File: src/rtl/sram_like_bridge.sv
// sram_like_bridge: serialises the core's inst and data SRAM ports onto one
// SRAM-like bus (addr_ok/data_ok). Stalls the core until every requested access
// completes and holds the returned read data for capture.
// Optional: define SRAM_BRIDGE_IBUF_EN to add a one-entry fetch buffer that
// satisfies a repeat fetch of the last completed inst address without the bus.
module sram_like_bridge #(
  parameter bit DATA_FIRST = 1'b1
) (
  input  logic        clk_i,
  input  logic        rst_i,
  input  logic        inst_en_i,
  input  logic [31:0] inst_addr_i,
  output logic [31:0] inst_rdata_o,
  input  logic        data_en_i,
  input  logic [3:0]  data_wen_i,
  input  logic [31:0] data_addr_i,
  input  logic [31:0] data_wdata_i,
  output logic [31:0] data_rdata_o,
  output logic        stall_o,
  output logic        mem_req_o,
  output logic        mem_wr_o,
  output logic [1:0]  mem_size_o,
  output logic [3:0]  mem_wstrb_o,
  output logic [31:0] mem_addr_o,
  output logic [31:0] mem_wdata_o,
  input  logic [31:0] mem_rdata_i,
  input  logic        mem_addr_ok_i,
  input  logic        mem_data_ok_i
);

  typedef enum logic [1:0] {StIdle, StReq, StWait} state_e;

  localparam logic [1:0] SizeByte = 2'd0;
  localparam logic [1:0] SizeHalf = 2'd1;
  localparam logic [1:0] SizeWord = 2'd2;

  // Irregular strobe patterns fall back to a word access.
  function automatic logic [1:0] wen_to_size(input logic [3:0] wen);
    case (wen)
      4'b0001, 4'b0010, 4'b0100, 4'b1000: return SizeByte;
      4'b0011, 4'b1100:                   return SizeHalf;
      default:                            return SizeWord;
    endcase
  endfunction

  state_e state_q, state_d;

  logic        inst_done_q, inst_done_d;
  logic        data_done_q, data_done_d;
  logic        sel_data_q, sel_data_d;
  logic        mem_req_q, mem_req_d;
  logic        mem_wr_q, mem_wr_d;
  logic [1:0]  mem_size_q, mem_size_d;
  logic [3:0]  mem_wstrb_q, mem_wstrb_d;
  logic [31:0] mem_addr_q, mem_addr_d;
  logic [31:0] mem_wdata_q, mem_wdata_d;
  logic [31:0] inst_rdata_q, inst_rdata_d;
  logic [31:0] data_rdata_q, data_rdata_d;

  logic inst_pending, data_pending;
  logic pick_data;
  logic ibuf_hit;
  logic launch;
  logic complete;

  assign inst_pending = inst_en_i & ~inst_done_q;
  assign data_pending = data_en_i & ~data_done_q;
  assign stall_o      = inst_pending | data_pending;

  assign pick_data = data_pending & (DATA_FIRST | ~inst_pending);
  assign launch    = (state_q == StIdle) & (inst_pending | data_pending) & ~ibuf_hit;
  // data_ok is only meaningful once the address phase is over.
  assign complete  = (state_q == StWait) & mem_data_ok_i;

`ifdef SRAM_BRIDGE_IBUF_EN
  logic        ibuf_valid_q, ibuf_valid_d;
  logic [31:0] ibuf_tag_q, ibuf_tag_d;

  // The buffered word is always the current inst_rdata, so only the tag is kept.
  assign ibuf_hit = (state_q == StIdle) & inst_pending & ~pick_data & ibuf_valid_q &
                    (ibuf_tag_q == inst_addr_i);

  // Fetch buffer next state: refill on inst completion, invalidate on any store.
  always_comb begin
    ibuf_valid_d = ibuf_valid_q;
    ibuf_tag_d   = ibuf_tag_q;
    if (complete) begin
      if (!sel_data_q) begin
        ibuf_valid_d = 1'b1;
        ibuf_tag_d   = mem_addr_q;
      end else if (mem_wr_q) begin
        ibuf_valid_d = 1'b0;
      end
    end
  end

  // Fetch buffer registers.
  always_ff @(posedge clk_i or posedge rst_i) begin
    if (rst_i) begin
      ibuf_valid_q <= 1'b0;
      ibuf_tag_q   <= 32'h0;
    end else begin
      ibuf_valid_q <= ibuf_valid_d;
      ibuf_tag_q   <= ibuf_tag_d;
    end
  end
`else
  assign ibuf_hit = 1'b0;
`endif

  // FSM state register.
  always_ff @(posedge clk_i or posedge rst_i) begin
    if (rst_i) begin
      state_q <= StIdle;
    end else begin
      state_q <= state_d;
    end
  end

  // FSM next state.
  always_comb begin
    state_d = state_q;
    case (state_q)
      StIdle:  if (launch)        state_d = StReq;
      StReq:   if (mem_addr_ok_i) state_d = StWait;
      StWait:  if (mem_data_ok_i) state_d = StIdle;
      default:                    state_d = StIdle;
    endcase
  end

  // FSM outputs: bus request registers, done flags and read data capture.
  always_comb begin
    sel_data_d   = sel_data_q;
    mem_req_d    = mem_req_q;
    mem_wr_d     = mem_wr_q;
    mem_size_d   = mem_size_q;
    mem_wstrb_d  = mem_wstrb_q;
    mem_addr_d   = mem_addr_q;
    mem_wdata_d  = mem_wdata_q;
    inst_rdata_d = inst_rdata_q;
    data_rdata_d = data_rdata_q;
    inst_done_d  = inst_done_q;
    data_done_d  = data_done_q;

    // The core advances on any unstalled edge, so completed ports are forgotten.
    if (!stall_o) begin
      inst_done_d = 1'b0;
      data_done_d = 1'b0;
    end

    if (launch) begin
      sel_data_d = pick_data;
      mem_req_d  = 1'b1;
      if (pick_data) begin
        mem_wr_d    = |data_wen_i;
        mem_size_d  = wen_to_size(data_wen_i);
        mem_wstrb_d = data_wen_i;
        mem_addr_d  = data_addr_i;
        mem_wdata_d = data_wdata_i;
      end else begin
        mem_wr_d    = 1'b0;
        mem_size_d  = SizeWord;
        mem_wstrb_d = 4'b0000;
        mem_addr_d  = inst_addr_i;
        mem_wdata_d = 32'h0;
      end
    end

    if (ibuf_hit) begin
      inst_done_d = 1'b1;
    end

    if ((state_q == StReq) && mem_addr_ok_i) begin
      mem_req_d = 1'b0;
    end

    // Completion wins over the unstalled clear so a dropped request still
    // records done for one cycle.
    if (complete) begin
      if (sel_data_q) begin
        data_done_d = 1'b1;
        if (!mem_wr_q) data_rdata_d = mem_rdata_i;
      end else begin
        inst_done_d  = 1'b1;
        inst_rdata_d = mem_rdata_i;
      end
    end
  end

  // Datapath registers.
  always_ff @(posedge clk_i or posedge rst_i) begin
    if (rst_i) begin
      sel_data_q   <= 1'b0;
      mem_req_q    <= 1'b0;
      mem_wr_q     <= 1'b0;
      mem_size_q   <= 2'd0;
      mem_wstrb_q  <= 4'b0000;
      mem_addr_q   <= 32'h0;
      mem_wdata_q  <= 32'h0;
      inst_rdata_q <= 32'h0;
      data_rdata_q <= 32'h0;
      inst_done_q  <= 1'b0;
      data_done_q  <= 1'b0;
    end else begin
      sel_data_q   <= sel_data_d;
      mem_req_q    <= mem_req_d;
      mem_wr_q     <= mem_wr_d;
      mem_size_q   <= mem_size_d;
      mem_wstrb_q  <= mem_wstrb_d;
      mem_addr_q   <= mem_addr_d;
      mem_wdata_q  <= mem_wdata_d;
      inst_rdata_q <= inst_rdata_d;
      data_rdata_q <= data_rdata_d;
      inst_done_q  <= inst_done_d;
      data_done_q  <= data_done_d;
    end
  end

  assign mem_req_o    = mem_req_q;
  assign mem_wr_o     = mem_wr_q;
  assign mem_size_o   = mem_size_q;
  assign mem_wstrb_o  = mem_wstrb_q;
  assign mem_addr_o   = mem_addr_q;
  assign mem_wdata_o  = mem_wdata_q;
  assign inst_rdata_o = inst_rdata_q;
  assign data_rdata_o = data_rdata_q;

endmodule
File: config.mk
export PLATFORM = sky130hd
export DESIGN_NAME = sram_like_bridge
export DESIGN_NICKNAME = d
export VERILOG_FILES = /design/src/rtl/sram_like_bridge.sv
export SDC_FILE = /design/constraint.sdc
export NUM_CORES = 1
export LEC_CHECK = 0
export CAP_MARGIN = 10
export CORE_MARGIN = 2
export CORE_UTILIZATION = 30
export DETAILED_ROUTE_END_ITERATION = 6
export GPL_TIMING_DRIVEN = 0
export PLACE_DENSITY = 0.71
export SLEW_MARGIN = 20
export SYNTH_ARGS = -nofsm -noshare
export SYNTH_HDL_FRONTEND = slang
export SYNTH_SLANG_ARGS = --single-unit
File: constraint.sdc
create_clock -name clk_i -period 6.67 [get_ports clk_i]
set_input_delay 1.334 -clock clk_i [delete_from_list [all_inputs] [get_ports clk_i]]
set_output_delay 1.334 -clock clk_i [all_outputs]
set_load 0.02 [all_outputs]
# After elaboration in Yosys (flattened, before gate mapping)
# Index checks and enable logic that the tools add are counted.
# W data, S select, Z words.
[totals]
regBits = 141
latch_bits = 0
ramBits = 0
romBits = 0
out_inout_bits = 137
elab_cells = 59
memories = 0
[classes]
n_addsub = 0
n_mul = 0
div_mod_pow = 0
order_cmp = 0
n_eq_ne = 11
shifts = 0
n_mux = 18
bitwise_logic = 9
n_reduce_logical = 9
[ops]
columns = ["op", "count"]
rows = [
  ["$mux W32", 2],
  ["$mux W1", 9],
  ["$eq A4 B2 Y1 const B", 2],
  ["$eq A4 B4 Y1 const B", 2],
  ["$mux W2", 4],
  ["$reduce_or A4 Y1", 2],
  ["$ne A2 B2 Y1 const B", 3],
  ["$pmux W2 S3", 1],
  ["$reduce_and A3 Y1", 2],
  ["$and A1 B1 Y1", 4],
  ["$eq A4 B1 Y1 const B", 1],
  ["$eq A4 B3 Y1 const B", 1],
  ["$mux W4", 1],
  ["$not A1 Y1", 4],
  ["$pmux W2 S2", 1],
  ["$eq A2 B1 Y1 const B", 1],
  ["$eq A2 B2 Y1 const B", 1],
  ["$logic_not A2 Y1", 1],
  ["$reduce_and A2 Y1", 1],
  ["$reduce_bool A2 Y1", 1],
  ["$reduce_or A2 Y1", 1],
  ["$logic_and A1 B1 Y1", 1],
  ["$or A1 B1 Y1", 1],
]

# Depth between registers and ports, before layout
# Gate-level depths: netlist of run 1.
[logic_depth]
ltp_word = 6
depth_mapped = 5
depth_no_buf = 3

# Least setup slack after synthesis of run 1
# OpenSTA, ideal clock, no wires.
[synth_timing]
path_type = "input to output"
startpoint = "input port data_en_i"
endpoint = "output port stall_o"
arrival_ns = 1.883
slack_ns = 3.453
path_stages = 2
path_buffers = 0
path_cell_list = "and2b_1 or2_2"
[synth_via]
elab_chain_cells = 2
[synth_rtl]
columns = ["element", "line_no", "rtl"]
rows = [
  ["start, declared", "14", "input logic data_en_i,"],
  ["$and A1 B1 Y1", "67", "assign data_pending = data_en_i & ~data_done_q;"],
  ["$or A1 B1 Y1", "68", "assign stall_o = inst_pending | data_pending;"],
  ["end, declared", "19", "output logic stall_o,"],
]
# No other way between the ends.

# Final worst setup path of run 1
[layout_timing]
startpoint = "input port inst_en_i"
endpoint = "output port stall_o"
[layout_via]
elab_chain_cells = 2
[layout_rtl]
columns = ["element", "line_no", "rtl"]
rows = [
  ["start, declared", "11", "input logic inst_en_i,"],
  ["$and A1 B1 Y1", "66", "assign inst_pending = inst_en_i & ~inst_done_q;"],
  ["$or A1 B1 Y1", "68", ""],
]
# No other way between the ends.

==> impl_metrics.json, run 1 <==
{
  "status": "finished, final reports clean",
  "cts.htree.levels": 4,
  "syn_avg_cell_area_um2": 15.8,
  "tightest_slew_ns": 0.509,
  "core-area_um2": 18600,
  "powerDensity_nw_per_um2": 486,
  "min_path_type": "reg -> reg",
  "critPathMostFrequentCell": "clkdlybuf4s50_1",
  "drive_gt1_share_pct": 27.9,
  "clockBufferDepth": 2,
  "cts.sinks": 141,
  "power_leakage_uw": 0.00397,
  "ios": 275,
  "cpPeakStageDelay_ns": 0.64,
  "grt_usage_pct": 15.5,
  "grt_pass1_wl_um": 24100,
  "layout_setup_ws_ns": 2.39,
  "ys_seq_elements": 141,
  "peakVddDrop_v": 0.000245,
  "crit_path_cell_trace": "clkdlybuf4s50_1, nor2b_1, or2_2, clkdlybuf4s50_1",
  "busiest_layer": "met2",
  "yosys_warnings": 0,
  "drtIter0Drc": 154,
  "fill_cells": 1576,
  "postCtsSetupBuffers": 0,
  "gp_congestion": 0.800,
  "die_h_um": 141,
  "start_kind": "input port",
  "io_buffers": 274,
  "grt_pass1_vias": 4530,
  "gr-usage-met1_pct": 17.2,
  "cp_top_family": "buffers and inverters",
  "use_met2_pct": 28.1,
  "die_w_um": 141,
  "cts_hold_buf": 0,
  "slowest_stage": "clkdlybuf4s50_1",
  "wl_um": 15800,
  "cts_resized": 0,
  "drt_drc_violations_left": 0,
  "crit_arrival_ns": 2.95,
  "dr.pass1.iters": 4,
  "period_minus_slack_ns": 4.28,
  "antenna_found_initial": 0,
  "netlist_instances": 358,
  "dieArea_um2": 20000,
  "synth_nets": 496,
  "fin_skew_ns": 0.00562,
  "clk_pin_slew_ns": 0.05,
  "relSlewSlack_pct": 66.1,
  "grt_max_degree": 75,
  "synthToLayoutAreaGrowth_pct": 64.2,
  "cts_root_buf": "clkbuf_16",
  "seq_area_frac_synth_pct": 62.3,
  "final_core_util_pct": 49.9,
  "drv_slew": 0,
  "clock_latency_ns": 0.41,
  "multi_input_area_um2": 1970,
  "hold_viol": 0,
  "cts_tree": "built",
  "ys_types": 28,
  "avgViaCountPerCell": 4.69,
  "regArea_um2": 3530,
  "cp.required_ns": 5.34,
  "met3_usage_pct": 4.96,
  "pre_cts_slack_ns": 2.38,
  "setup_viol": 0,
  "fmax_mhz": 233,
  "critical_path.max_fanout": 4,
  "overflow": 0,
  "start_util_pct": 30.4,
  "n_antenna_cell": 0,
  "cts_buffers": 17,
  "end_kind": "primary output",
  "avgRoutedWirePerCell_um": 17.6,
  "rsz0062_at_grt": "no",
  "row_count": 50,
  "num_vias": 4210,
  "path_class": "in -> out",
  "nNetsFinal": 790,
  "path_buf_inv": 2,
  "cap_violations": 0,
  "syn-cell-area_um2": 5670,
  "final.period_utilization_pct": 64.2,
  "antenna_left": 0,
  "whs_ns": 0.479,
  "hpwl_um": 12000
}
power by group:
group	switching, uW	internal (uW)	leakage [uW]
clock	352	551	0.000278
combinational	994	1150	0.00194
sequential	220	1260	0.00175
total	1570	2960	0.00397
through the flow:
stage	setup TNS [ns]	area [um^2]	total power [uW]	instances
floorplan	0	5670	2580	358
global placement	-19.54	8700	3590	866
detailed placement	0	8740	3650	867
CTS	0	9310	4580	898
global route	0	9310	4750	898
finish	0	9310	4520	898
layer usage:
layer,vias up,routed length [um]
met5,-,0
met4,0,288
met3,22,1160
met2,170,8240
met1,2119,6120
li1,1899,-
synthesized netlist by cell type:
cell type / n / share of area (%)
nor2_1: 3 / 0.20
dfrtp_1: 141 / 62
buf_4: 6 / 0.79
buf_6: 6 / 1.2
and2b_1: 1 / 0.13
nor2b_1: 1 / 0.11
a21o_1: 2 / 0.26
mux2_2: 126 / 25
nand4b_1: 1 / 0.15
nand2_1: 5 / 0.33
o21ai_4: 1 / 0.29
xor2_1: 1 / 0.15
nand2b_4: 1 / 0.24
o21ai_0: 1 / 0.088
or2_2: 1 / 0.11
mux2_1: 2 / 0.40
nor2_2: 1 / 0.11
nand3b_1: 1 / 0.13
a22oi_1: 1 / 0.13
a211oi_1: 1 / 0.13
buf_2: 9 / 0.79
nor4bb_1: 1 / 0.18
nand2b_1: 1 / 0.11
a22o_1: 38 / 5.9
nor3b_4: 1 / 0.33
inv_1: 2 / 0.13
a31o_2: 1 / 0.15
nor3_1: 2 / 0.18
worst reg2reg max path: cells and delay by family (launching register included):
family,cells,cell delay [ns]
buffers and inverters,1,0.24
AND/OR/NAND/NOR,2,0.60
flip-flops,1,0.44
multiplexers,1,0.35
worst paths after layout:
kind                       cells past startpoint  slack, ns         from                to
setup / recovery                               4       2.39    inst_en_i           stall_o
hold reg to reg                                1       0.48  inst_done_q       inst_done_q
min in group asynchronous                      2       1.36        rst_i     mem_addr_o[9]
max in group asynchronous                      3       4.59        rst_i  data_rdata_o[12]
hold / removal                                 1       0.48  inst_done_q       inst_done_q
setup reg to reg                               4       4.92   state_q[0]   inst_rdata_o[1]
area by class of cell:
cell class	count	share of cell area, %
Sequential cell	141	37.9
Clock buffer	22	5.20
Buffer	21	1.69
Clock inverter	9	0.927
Tap cell	234	3.15
Timing Repair Buffer	275	29.8
Multi-Input combinational cell	194	21.2
Inverter	2	0.161
layout by cell type, fill, tap and decap left out, drive strengths merged, types with 2 or more instances in the layout:
cell type	count
clkdlybuf4s50	274
dfrtp	141
a22o	38
mux2	128
o21ai	2
nor3	2
clkbuf	22
nand2b	2
a21o	2
clkinvlp	2
inv	3
buf	22
nand2	5
nor2	4
clkinv	5
sequential cells by signal, summed over array words and instances, names as in the netlist, 2 cells and up:
name          cells
data_rdata_o     32
inst_rdata_o     32
mem_addr_o       32
mem_size_o        2
mem_wdata_o      32
mem_wstrb_o       4
state_q           2
cells by family after synthesis:
logic type / Yosys count / synth area share, %
AO/OA/AOI/OAI: 45 / 6.93
XOR/XNOR: 1 / 0.155
buffers and inverters: 23 / 2.91
flip-flops: 141 / 62.3
multiplexers: 128 / 25.4
AND/OR/NAND/NOR: 20 / 2.32
(Power assumes the default switching activity.)
==> run 2, diff against run 1 <==
- PLACE_DENSITY: 0.71 -> 0.74
- clock period: 6.67 -> 3.7 ns (I/O delays scaled with it)
==> run 2 against run 1 <==
Against the previous run: via count shrank 3.2%; critical path depth is the same; clock power grew 71%; global-route usage shrank 0.14 points; critical path type unchanged; critical endpoint unchanged; cell area is essentially flat; power grew 78%; die area is the same.
==> impl_metrics.json, run 2 (synthesis gave the netlist of run 1 again) <==
{
  "powerDensity_nw_per_um2": 867,
  "tightest_slew_ns": 0.527,
  "pre_cts_slack_ns": 0.636,
  "num_vias": 4076,
  "whs_endpoint": "data_rdata_o[9]",
  "peakVddDrop_v": 0.000413,
  "hold_path_depth": 1,
  "cts_buffers": 17,
  "path_buf_inv": 2,
  "overflow": 0,
  "reg2reg_from": "state_q[0]",
  "rsz0062_at_grt": "no",
  "core-area_um2": 18600,
  "fmax_mhz": 326,
  "drv_slew": 0,
  "whs_ns": 0.483,
  "hold_viol": 0,
  "postCtsSetupBuffers": 0,
  "wl_um": 15700,
  "cp_top_family": "buffers and inverters",
  "hpwl_um": 12000,
  "cts_tree": "built",
  "cp.required_ns": 2.96,
  "status": "finished, final reports clean",
  "setup_viol": 0,
  "drt_drc_violations_left": 0,
  "cts_hold_buf": 0,
  "cap_violations": 0,
  "gp_congestion": 0.785,
  "start_kind": "input port",
  "grt_max_degree": 37,
  "path_class": "in -> out",
  "critPathMostFrequentCell": "clkdlybuf4s50_1",
  "layout_setup_ws_ns": 0.633,
  "cts_resized": 0,
  "clockBufferDepth": 2,
  "period_minus_slack_ns": 3.07,
  "clock_latency_ns": 0.41,
  "final.period_utilization_pct": 82.9,
  "relSlewSlack_pct": 64.8,
  "row_count": 50,
  "holdCritStartpoint": "data_rdata_o[9]",
  "dr.pass1.iters": 4,
  "r2r-end": "inst_rdata_o[5]",
  "synthToLayoutAreaGrowth_pct": 64.3,
  "avgRoutedWirePerCell_um": 17.5,
  "cts_root_buf": "clkbuf_16",
  "most-common-layout-cells": "clkdlybuf4s50_1, dfrtp_1, mux2_2",
  "grt_pass1_wl_um": 23900,
  "antenna_left": 0,
  "avgViaCountPerCell": 4.53,
  "antenna_found_initial": 0,
  "grt_usage_pct": 15.4,
  "ff2ff_path_depth": 4,
  "fin_skew_ns": 0.00787,
  "die_h_um": 141,
  "setup_tns_ns": 0,
  "grt_pass1_vias": 4449,
  "drive_gt1_share_pct": 27.6,
  "cts.sinks": 141,
  "drtIter0Drc": 136,
  "ios": 275,
  "clk_pin_slew_ns": 0.06,
  "end_kind": "primary output",
  "n_antenna_cell": 0,
  "final_area_um2": 9310,
  "nNetsFinal": 793,
  "power_leakage_uw": 0.00396,
  "final_common_cell": "clkdlybuf4s50_1",
  "cts.htree.levels": 4,
  "start_util_pct": 30.4,
  "crit_arrival_ns": 2.33,
  "placed_cell_area_um2": 8790,
  "die_w_um": 141,
  "crit_path_cell_trace": "clkdlybuf4s50_1, nor2b_1, or2_2, clkdlybuf4s50_1",
  "slowest_stage": "clkdlybuf4s50_1",
  "io_buffers": 274,
  "total_power_uw": 8070,
  "cpPeakStageDelay_ns": 0.63,
  "critical_path.max_fanout": 4,
  "rrSetupSlack_ns": 1.90,
  "dieArea_um2": 20000,
  "min_path_type": "reg -> reg"
}
run 2: cell types whose count changed in the layout (fill, tap and decap cells not counted), sizes merged:
| cell | change |
|---|---|
| inv | -2 |
| buf | +3 |
| clkinvlp | +1 |
run 2: report_power, final:
group / internal, uW / switching (uW) / total [uW]
registers: 2270 / 404 / 2670
logic: 2080 / 1780 / 3860
clock network: 928 / 612 / 1540
total: 5270 / 2800 / 8070
run 2: layout make-up:
cell class              count  area (um^2)
inverters                   2         11.3
repair buffers            278         2820
fillers                  1586         9330
clock buffers              22          454
multi-input cells         194         1970
plain buffers              21          158
flip-flops and latches    141         3530
clock inverters             8         70.1
well taps                 234          293
run 2: worst max path at each step:
stage / startpoint / to / depth (start not counted)
after floorplan: rst_i / data_done_q / 1
final: inst_en_i / stall_o / 4
after global placement: rst_i / mem_wdata_o[18] / 2
after detailed placement: inst_en_i / stall_o / 4
after CTS: inst_en_i / stall_o / 4
after global routing: inst_en_i / stall_o / 4
run 2: stage by stage:
stage / utilization, % / cells
2_1_floorplan: - / 358
3_3_place_gp: 46.7 / 866
3_5_place_dp: 47.1 / 870
4_1_cts: 49.9 / 900
5_1_grt: 49.9 / 900
6_report: 49.9 / 900
run 2: routing by layer:
metal	vias up	GRT usage [%]	part of all wire, %
met5	-	0	0
met4	0	5.53	2.1
met3	24	4.93	7.2
met2	173	26.3	49
met1	1984	18.3	41
li1	1895	-	-
==> run 3, diff against run 2 <==
- clock period: 3.7 -> 2.6 ns (I/O delays scaled with it)
==> run 3 against run 2 <==
Against the previous run: non-clock buffer count did not move; via count about the same; worst setup slack got worse by 0.25 ns; clock power is 42% higher; wire length about the same; combinational power rose by 42%; first-iteration DRC count shrank 0.74%; register-to-register slack got worse by 1.1 ns; clock-buffer cell count unchanged.
==> impl_metrics.json, run 3 (synthesis gave the netlist of run 1 again) <==
{
  "status": "finished, final reports clean",
  "antenna_left": 0,
  "row_count": 50,
  "crit_path_cell_trace": "clkdlybuf4s50_1, and2b_1, or2_2, dlymetal6s2s_1",
  "nNetsFinal": 793,
  "powerDensity_nw_per_um2": 1230,
  "wl_um": 15700,
  "io_buffers": 274,
  "cpPeakStageDelay_ns": 0.42,
  "power_leakage_uw": 0.00397,
  "drtIter0Drc": 135,
  "hold_viol": 0,
  "start_util_pct": 30.4,
  "drive_gt1_share_pct": 27.8,
  "relSlewSlack_pct": 64.8,
  "min_path_type": "in -> async",
  "grt_pass1_vias": 4449,
  "antenna_found_initial": 0,
  "end_kind": "primary output",
  "cts.sinks": 141,
  "core-area_um2": 18600,
  "final_area_um2": 9320,
  "hpwl_um": 12000,
  "cap_violations": 0,
  "cts.htree.levels": 4,
  "die_w_um": 141,
  "overflow": 0,
  "path_class": "in -> out",
  "cts_hold_buf": 0,
  "cts_buffers": 17,
  "slowest_stage": "clkdlybuf4s50_1",
  "fmax_mhz": 451,
  "dieArea_um2": 20000,
  "num_vias": 4077,
  "cp.required_ns": 2.08,
  "final_common_cell": "clkdlybuf4s50_1",
  "final_cells": 900,
  "cts_root_buf": "clkbuf_16",
  "final.period_utilization_pct": 85.2,
  "ios": 275,
  "n_antenna_cell": 0,
  "avgViaCountPerCell": 4.53,
  "whs_ns": 0.402,
  "fin_skew_ns": 0.00783,
  "clockBufferDepth": 2,
  "die_h_um": 141,
  "crit_arrival_ns": 1.70,
  "gp_congestion": 0.785,
  "tightest_slew_ns": 0.527,
  "clk_pin_slew_ns": 0.06,
  "clock_latency_ns": 0.41,
  "placed_cell_area_um2": 8790,
  "most-common-layout-cells": "clkdlybuf4s50_1, dfrtp_1, mux2_2",
  "start_kind": "input port",
  "period_minus_slack_ns": 2.22,
  "dr.pass1.iters": 4,
  "avgRoutedWirePerCell_um": 17.5,
  "cts_tree": "built",
  "setup_tns_ns": 0,
  "rsz0062_at_grt": "no",
  "peakVddDrop_v": 0.000588,
  "critical_path.max_fanout": 4,
  "grt_usage_pct": 15.4,
  "dp_cells": 870,
  "grt_max_degree": 37,
  "synthToLayoutAreaGrowth_pct": 64.4,
  "grt_pass1_wl_um": 23900,
  "drv_slew": 0,
  "drt_drc_violations_left": 0,
  "setup_viol": 0
}
[run 3: cell count changes in the layout (fill, tap and decap cells not counted)]
cell,before,now
clkdlybuf4s50_1,274,273
dlymetal6s2s_1,0,1
nor2b_1,1,0
nor2b_2,0,1
[run 3: final timing paths]
check	from	to	slack (ns)	cells after the start
worst max-delay path	data_en_i	stall_o	0.38	4
max in group asynchronous	rst_i	mem_wdata_o[4]	1.29	5
worst min-delay path	rst_i	mem_addr_o[23]	0.40	2
worst max register to register	state_q[0]	inst_rdata_o[5]	0.80	4
min in group clk_i	data_rdata_o[9]	data_rdata_o[9]	0.48	1
worst min register to register	data_rdata_o[9]	data_rdata_o[9]	0.48	1
[run 3: critical path: cells and delay by family]
kind	cells	cell delay (ns)
and+or+nand+nor	2	0.53
buffers and inverters	2	0.65
[run 3: cell type report]
cell class | instances | area [um^2]
fillers | 1585 | 9330
flip-flops and latches | 141 | 3530
repair buffers | 278 | 2830
multi-input cells | 194 | 1980
clock buffers | 22 | 454
well taps | 234 | 293
plain buffers | 21 | 158
clock inverters | 8 | 70.1
inverters | 2 | 11.3
[run 3: routing by layer]
| layer | global-route usage [%] | wire length [um] | up-vias |
|---|---|---|---|
| li1 | - | - | 1896 |
| met1 | 18.3 | 6500 | 1983 |
| met2 | 26.3 | 7780 | 174 |
| met3 | 4.93 | 1120 | 24 |
| met4 | 5.53 | 315 | 0 |
| met5 | 0 | 0 | - |
[run 3: power breakdown]
| part | switching (uW) | internal (uW) |
|---|---|---|
| clock | 870 | 1320 |
| combinational | 2540 | 2950 |
| sequential | 575 | 3230 |
[run 3: what timing repair did]
item	in CTS	in global routing
setup buffers	0	0
setup endpoints to repair	1	1
gates resized for setup	1	1
[run 3: metrics by stage]
stage | power (uW) | setup slack (ns) | utilization, %
global placement | 9190 | -0.797 | 46.7
floorplan | 6610 | 0.317 | -
global route | 12100 | 0.343 | 50.0
finish | 11500 | 0.385 | 50.0
detailed placement | 9370 | -0.0241 | 47.1
CTS | 11600 | 0.0307 | 50.0
